`src/rtl/ordenador_bolha.sv`:
```
// ordenador_bolha: sequential bubble sort of N 4-bit entries, one compare per clock.
// Loads dados_in on inicio and sorts the entries in place. The pass ends early
// when a full pass makes no exchange. fim pulses for one cycle when the sort is done.
// Optional build macro: ORDEM_DECRESCENTE_EN selects descending order.
// When it is undefined, the order is ascending.
module ordenador_bolha #(
  parameter int N = 4
) (
  input  logic           clk,
  input  logic           rst,
  input  logic           inicio,
  input  logic [4*N-1:0] dados_in,
  output logic [4*N-1:0] dados_out,
  output logic           ocupado,
  output logic           fim
);

  localparam int IW = (N > 2) ? $clog2(N) : 1;
  localparam logic [IW-1:0] IDX_UM  = IW'(1);
  localparam logic [IW-1:0] LIM_INI = IW'(N - 1);

  typedef enum logic [1:0] {
    OCIOSO  = 2'd0,
    COMPARA = 2'd1,
    FIM     = 2'd2
  } estado_t;

  estado_t       estado_r, estado_s;
  logic [3:0]    ent_r [N];
  logic [3:0]    ent_s [N];
  logic [IW-1:0] j_r, j_s, j1_s;
  logic [IW-1:0] limite_r, limite_s;
  logic          troca_r, troca_s;
  logic [3:0]    x_s, y_s;
  logic [2:0]    cmp_s;
  logic          maior_s, menor_s, igual_s, trocar_s;

  // 4-bit magnitude comparator: returns {maior, menor, igual} for X versus Y
  function automatic logic [2:0] comparador_4b(input logic [3:0] x, input logic [3:0] y);
    logic [2:0] r;
    r[2] = (x > y);
    r[1] = (x < y);
    r[0] = (x == y);
    return r;
  endfunction

  assign j1_s    = j_r + IDX_UM;
  assign x_s     = ent_r[j_r];
  assign y_s     = ent_r[j1_s];
  assign cmp_s   = comparador_4b(x_s, y_s);
  assign maior_s = cmp_s[2];
  assign menor_s = cmp_s[1];
  assign igual_s = cmp_s[0];

  // Exchange decision: only a strict verdict swaps, so equal entries keep their order
  always_comb begin
`ifdef ORDEM_DECRESCENTE_EN
    trocar_s = menor_s & ~(maior_s | igual_s);
`else
    trocar_s = maior_s & ~(menor_s | igual_s);
`endif
  end

  // Next-state logic: load, compare/exchange, pass bookkeeping and early exit
  always_comb begin
    estado_s = estado_r;
    j_s      = j_r;
    limite_s = limite_r;
    troca_s  = troca_r;
    ent_s    = ent_r;
    case (estado_r)
      OCIOSO: begin
        if (inicio) begin
          for (int k = 0; k < N; k++) begin
            ent_s[k] = dados_in[4*k +: 4];
          end
          j_s      = '0;
          limite_s = LIM_INI;
          troca_s  = 1'b0;
          estado_s = COMPARA;
        end else begin
          estado_s = OCIOSO;
        end
      end
      COMPARA: begin
        if (trocar_s) begin
          ent_s[j_r]  = y_s;
          ent_s[j1_s] = x_s;
        end else begin
          ent_s = ent_r;
        end
        if (j_r == limite_r - IDX_UM) begin
          if (limite_r == IDX_UM) begin
            estado_s = FIM;
          end else if (!(troca_r || trocar_s)) begin
            estado_s = FIM;
          end else begin
            limite_s = limite_r - IDX_UM;
            j_s      = '0;
            troca_s  = 1'b0;
          end
        end else begin
          j_s     = j1_s;
          troca_s = troca_r | trocar_s;
        end
      end
      FIM: begin
        estado_s = OCIOSO;
      end
      default: begin
        estado_s = OCIOSO;
      end
    endcase
  end

  // State and entry registers with synchronous reset taking priority over everything
  always_ff @(posedge clk) begin
    if (rst) begin
      estado_r <= OCIOSO;
      j_r      <= '0;
      limite_r <= LIM_INI;
      troca_r  <= 1'b0;
      for (int k = 0; k < N; k++) begin
        ent_r[k] <= 4'd0;
      end
    end else begin
      estado_r <= estado_s;
      j_r      <= j_s;
      limite_r <= limite_s;
      troca_r  <= troca_s;
      ent_r    <= ent_s;
    end
  end

  // Output packing straight from the entry registers
  always_comb begin
    dados_out = '0;
    for (int k = 0; k < N; k++) begin
      dados_out[4*k +: 4] = ent_r[k];
    end
  end

  assign ocupado = (estado_r == COMPARA);
  assign fim     = (estado_r == FIM);

endmodule

```
`config.mk`:
```
export PLATFORM = sky130hd
export DESIGN_NAME = ordenador_bolha
export DESIGN_NICKNAME = d
export VERILOG_FILES = /design/src/rtl/ordenador_bolha.sv
export SDC_FILE = /design/constraint.sdc
export NUM_CORES = 1
export LEC_CHECK = 0
export ABC_AREA = 1
export BUFFER_PORTS_ARGS = -buffer_cell sky130_fd_sc_hd__buf_4
export CORE_UTILIZATION = 50
export CTS_BUF_LIST = sky130_fd_sc_hd__clkbuf_16
export CTS_CLUSTER_SIZE = 14
export DETAILED_ROUTE_END_ITERATION = 16
export PLACE_DENSITY = 0.76
export SYNTH_ARGS = -nofsm -noshare
export SYNTH_HDL_FRONTEND = slang
export SYNTH_SLANG_ARGS = --single-unit
```
`constraint.sdc`:
```
create_clock -name clk -period 2.3 [get_ports clk]
set_input_delay 0.23 -clock clk [delete_from_list [all_inputs] [get_ports clk]]
set_output_delay 0.23 -clock clk [all_outputs]
set_load 0.02 [all_outputs]
```
==> summary.txt <==
Status
  – Outcome: finished, final reports clean

Floorplan
  – Die Wd: 64.4 µm
  – Initial Util: 52.8%
  – Die area: 0.00415 mm²
  – Rows: 22
  – Core Region: 0.00369 mm²
  – Die span in y: 64.4 µm
  – Num ports: 37

Hold path
  – HP Class: primary input to register
  – Hold path startpoint: rst

Clock tree
  – TritonCTS clock tree: yes
  – Clock Tree Root: clkbuf_16
  – Clk sinks: 23
  – CTS Hold Buffers Added: 0
  – Buffer depth of the longest clock path: 2
  – H-tree Lvls: 1
  – Number of CTS-inserted buffers: 3
  – Worst-Skew Late Latency: 260 ps
  – Clock transition at the registers of the reported paths: 60 ps

Synthesis
  – Flops & latches, synth: 23
  – Mux cell area share after synthesis: 0%
  – Post-synth cell types: 26
  – Syn Inst Count: 333
  – Ranking of synthesized cells by area: nand2_1, dfxtp_1, nand3_1
  – Register area share after synthesis: 23.7%
  – Number of synthesized flops with an enable pin: 0
  – Async S/R FF share, synth: 0%
  – Yosys warnings: 0
  – XOR/XNOR Fraction of Synth Area: 1.29%
  – Synth top area share: 26.6%
  – Area leader, netlist: nand2_1
  – Area of the mapped netlist: 0.00195 mm²
  – Synth Area in Compound Gates: 6.23%
  – Post-synth top flop: dfxtp_1
  – Main combinational cell family by area after synthesis: simple AND/OR/NAND/NOR gates
  – Synthesized net count: 361
  – Synth Area in Adders: 5.78%
  – Synth Area in Simple Gates: 53.0%
  – Syn avg cell area: 5.85 µm²

Power and ir drop
  – Logic pwr share: 74.9%
  – Sequential Power Share: 16.1%
  – NetSw: 0.00233 W
  – Tot Pwr: 0.00433 W
  – VDD IR max: 0.000800 V
  – Switching fraction of total power: 53.7%
  – Leakage dissipation: 1.29 nW
  – P per Cell Area: 1710 mW/mm²
  – Clk pwr share: 9.0%
  – P_int: 0.00201 W

Worst setup path
  – Worst r2r src: j_r[0]
  – CP Capture Type: register
  – Critical path origin: j_r[0]
  – Worst setup path category: register to register
  – CP arrival: 2350 ps
  – R2R Setup Slk: 150 ps
  – Crit Path Max Fanout: 8
  – Crit start category: register
  – Critical path data required time: 2500 ps

Finish
  – Filler Cell Count: 341
  – Most frequent cells in the layout: nand2_1, buf_4, nand3_1, nor2_1, inv_1
  – Layout Nets: 411
  – P&R area growth vs syn: 30.3%
  – Ant diodes: 0
  – Share of cells above drive strength 1: 23.8%
  – Final core utilization: 68.8%
  – Commonest non-fill, non-tap cell in the layout: nand2_1

Timing
  – FMAX: 0.464 GHz
  – Setup-failing EPs final: 0
  – Period utilization: 93.6%
  – Hold Slack: 159 ps
  – Worst rel slew slack: 60.0%
  – Minimum clock period: 2150 ps
  – Slew Limit Fails: 0
  – Setup TNS: 0 ps
  – Final hold vios: 0
  – Worst-margin pin slew: 597 ps
  – Clock Skew: 4.13 ps

Drt
  – DR WL/cell: 13.2 µm
  – Post-route ant nets: 0
  – Vias per inst: 5.22
  – Routed WL: 5660 µm
  – Initial detailed-routing violation count: 153
  – Via count: 2246
  – Residual DRC: 0
  – DRT Pass-1 Iters: 5

Run
  – Max-cap violations: 0

Global routing
  – First-pass GRT wire length: 9110 µm
  – GR Overflow Total: 0
  – Initial antenna violation count: 0
  – Vias in the first global route: 1990
  – Total track usage: 28.6%
  – Met1 usage: 37.0%
  – Pin count of the biggest net entering global routing: 22
  – Busiest grt layer: met2
  – GRT met2 Usage: 48.3%
  – Met3 usage in global routing: 3.04%

Placement
  – Buffers on Ports: 36
  – Dpl hpwl: 4080 µm
  – RD Place Congestion: 1.01
## cells in the mapped netlist (3+ instances only)
library cell    n
nand2_1       138
o21ai_1         4
buf_2           3
dfxtp_1        23
a21oi_1         5
o21ai_0        13
nor2_1         34
nand3_2        10
nand2_2         6
inv_1          32
ha_1            9
nand3_1        37
and2_1          3
## stage by stage
stage	instances	setup slack (ps)	cell area, µm²
floorplan	333	25.1	1960
global placement	417	106	2280
detailed placement	417	18.2	2280
CTS	421	15.7	2360
global route	430	-25.7	2540
finish	430	147	2540
## area by class of cell
type,instances,area (µm²),share of cell area (%)
flip-flops and latches,23,463,18.3
multi-input cells,267,1400,55.0
clock inverters,1,3.75,0.148
well taps,48,60.1,2.37
clock buffers,3,75.1,2.96
repair buffers,53,405,16.0
inverters,35,134,5.28
## critical path, stage by stage (launching register included)
cell	delay (ps)
dfxtp_2	340
inv_2	60
ha_4	310
inv_4	50
nand3_1	90
nand2_2	80
ha_4	270
nand2_1	50
nand2_1	70
nand2_1	70
nand2_2	80
nand3_2	80
nand2_4	180
nand2_4	100
nand2_1	70
nand2_1	50
nor2_1	120
## path summary, 6_finish.rpt
kind                       end  cells after the start
hold reg to reg    limite_r[1]                      2
hold / removal          j_r[1]                      2
setup reg to reg  dados_out[0]                     16
setup / recovery  dados_out[0]                     16
## state kept, by name, indices dropped and copies added, names as in the netlist
| signal | flops |
|---|---|
| limite_r | 2 |
| dados_out | 16 |
| estado_r | 2 |
| j_r | 2 |
| troca_r | 1 |
## metal layers
metal | routed length, µm | vias to the layer above
li1 | - | 1142
met4 | 89 | 0
met3 | 479 | 11
met1 | 2330 | 998
met5 | 0 | -
met2 | 2760 | 95
## what timing repair did
item / in CTS / in global routing
setup endpoints to repair: 0 / 23
resized for setup: 0 / 23
setup buffers: 0 / 9
endpoints found under the hold margin: 0 / 0
## cells by family after synthesis
| logic type | after synthesis |
|---|---|
| compound gates | 23 |
| xor+xnor | 2 |
| fa+ha+maj | 9 |
| buf+inv | 43 |
| flops | 23 |
| simple gates | 233 |
## power groups by stage
stage | combinational (W) | sequential [W] | clock, W
floorplan | 0.00193 | 0.000774 | 0
finish | 0.00325 | 0.000697 | 0.000392
global route | 0.00363 | 0.000717 | 0.000415
global placement | 0.00268 | 0.000696 | 0
CTS | 0.00272 | 0.000692 | 0.000390
detailed placement | 0.00271 | 0.000700 | 0
Power figures use the tool's default switching activity.
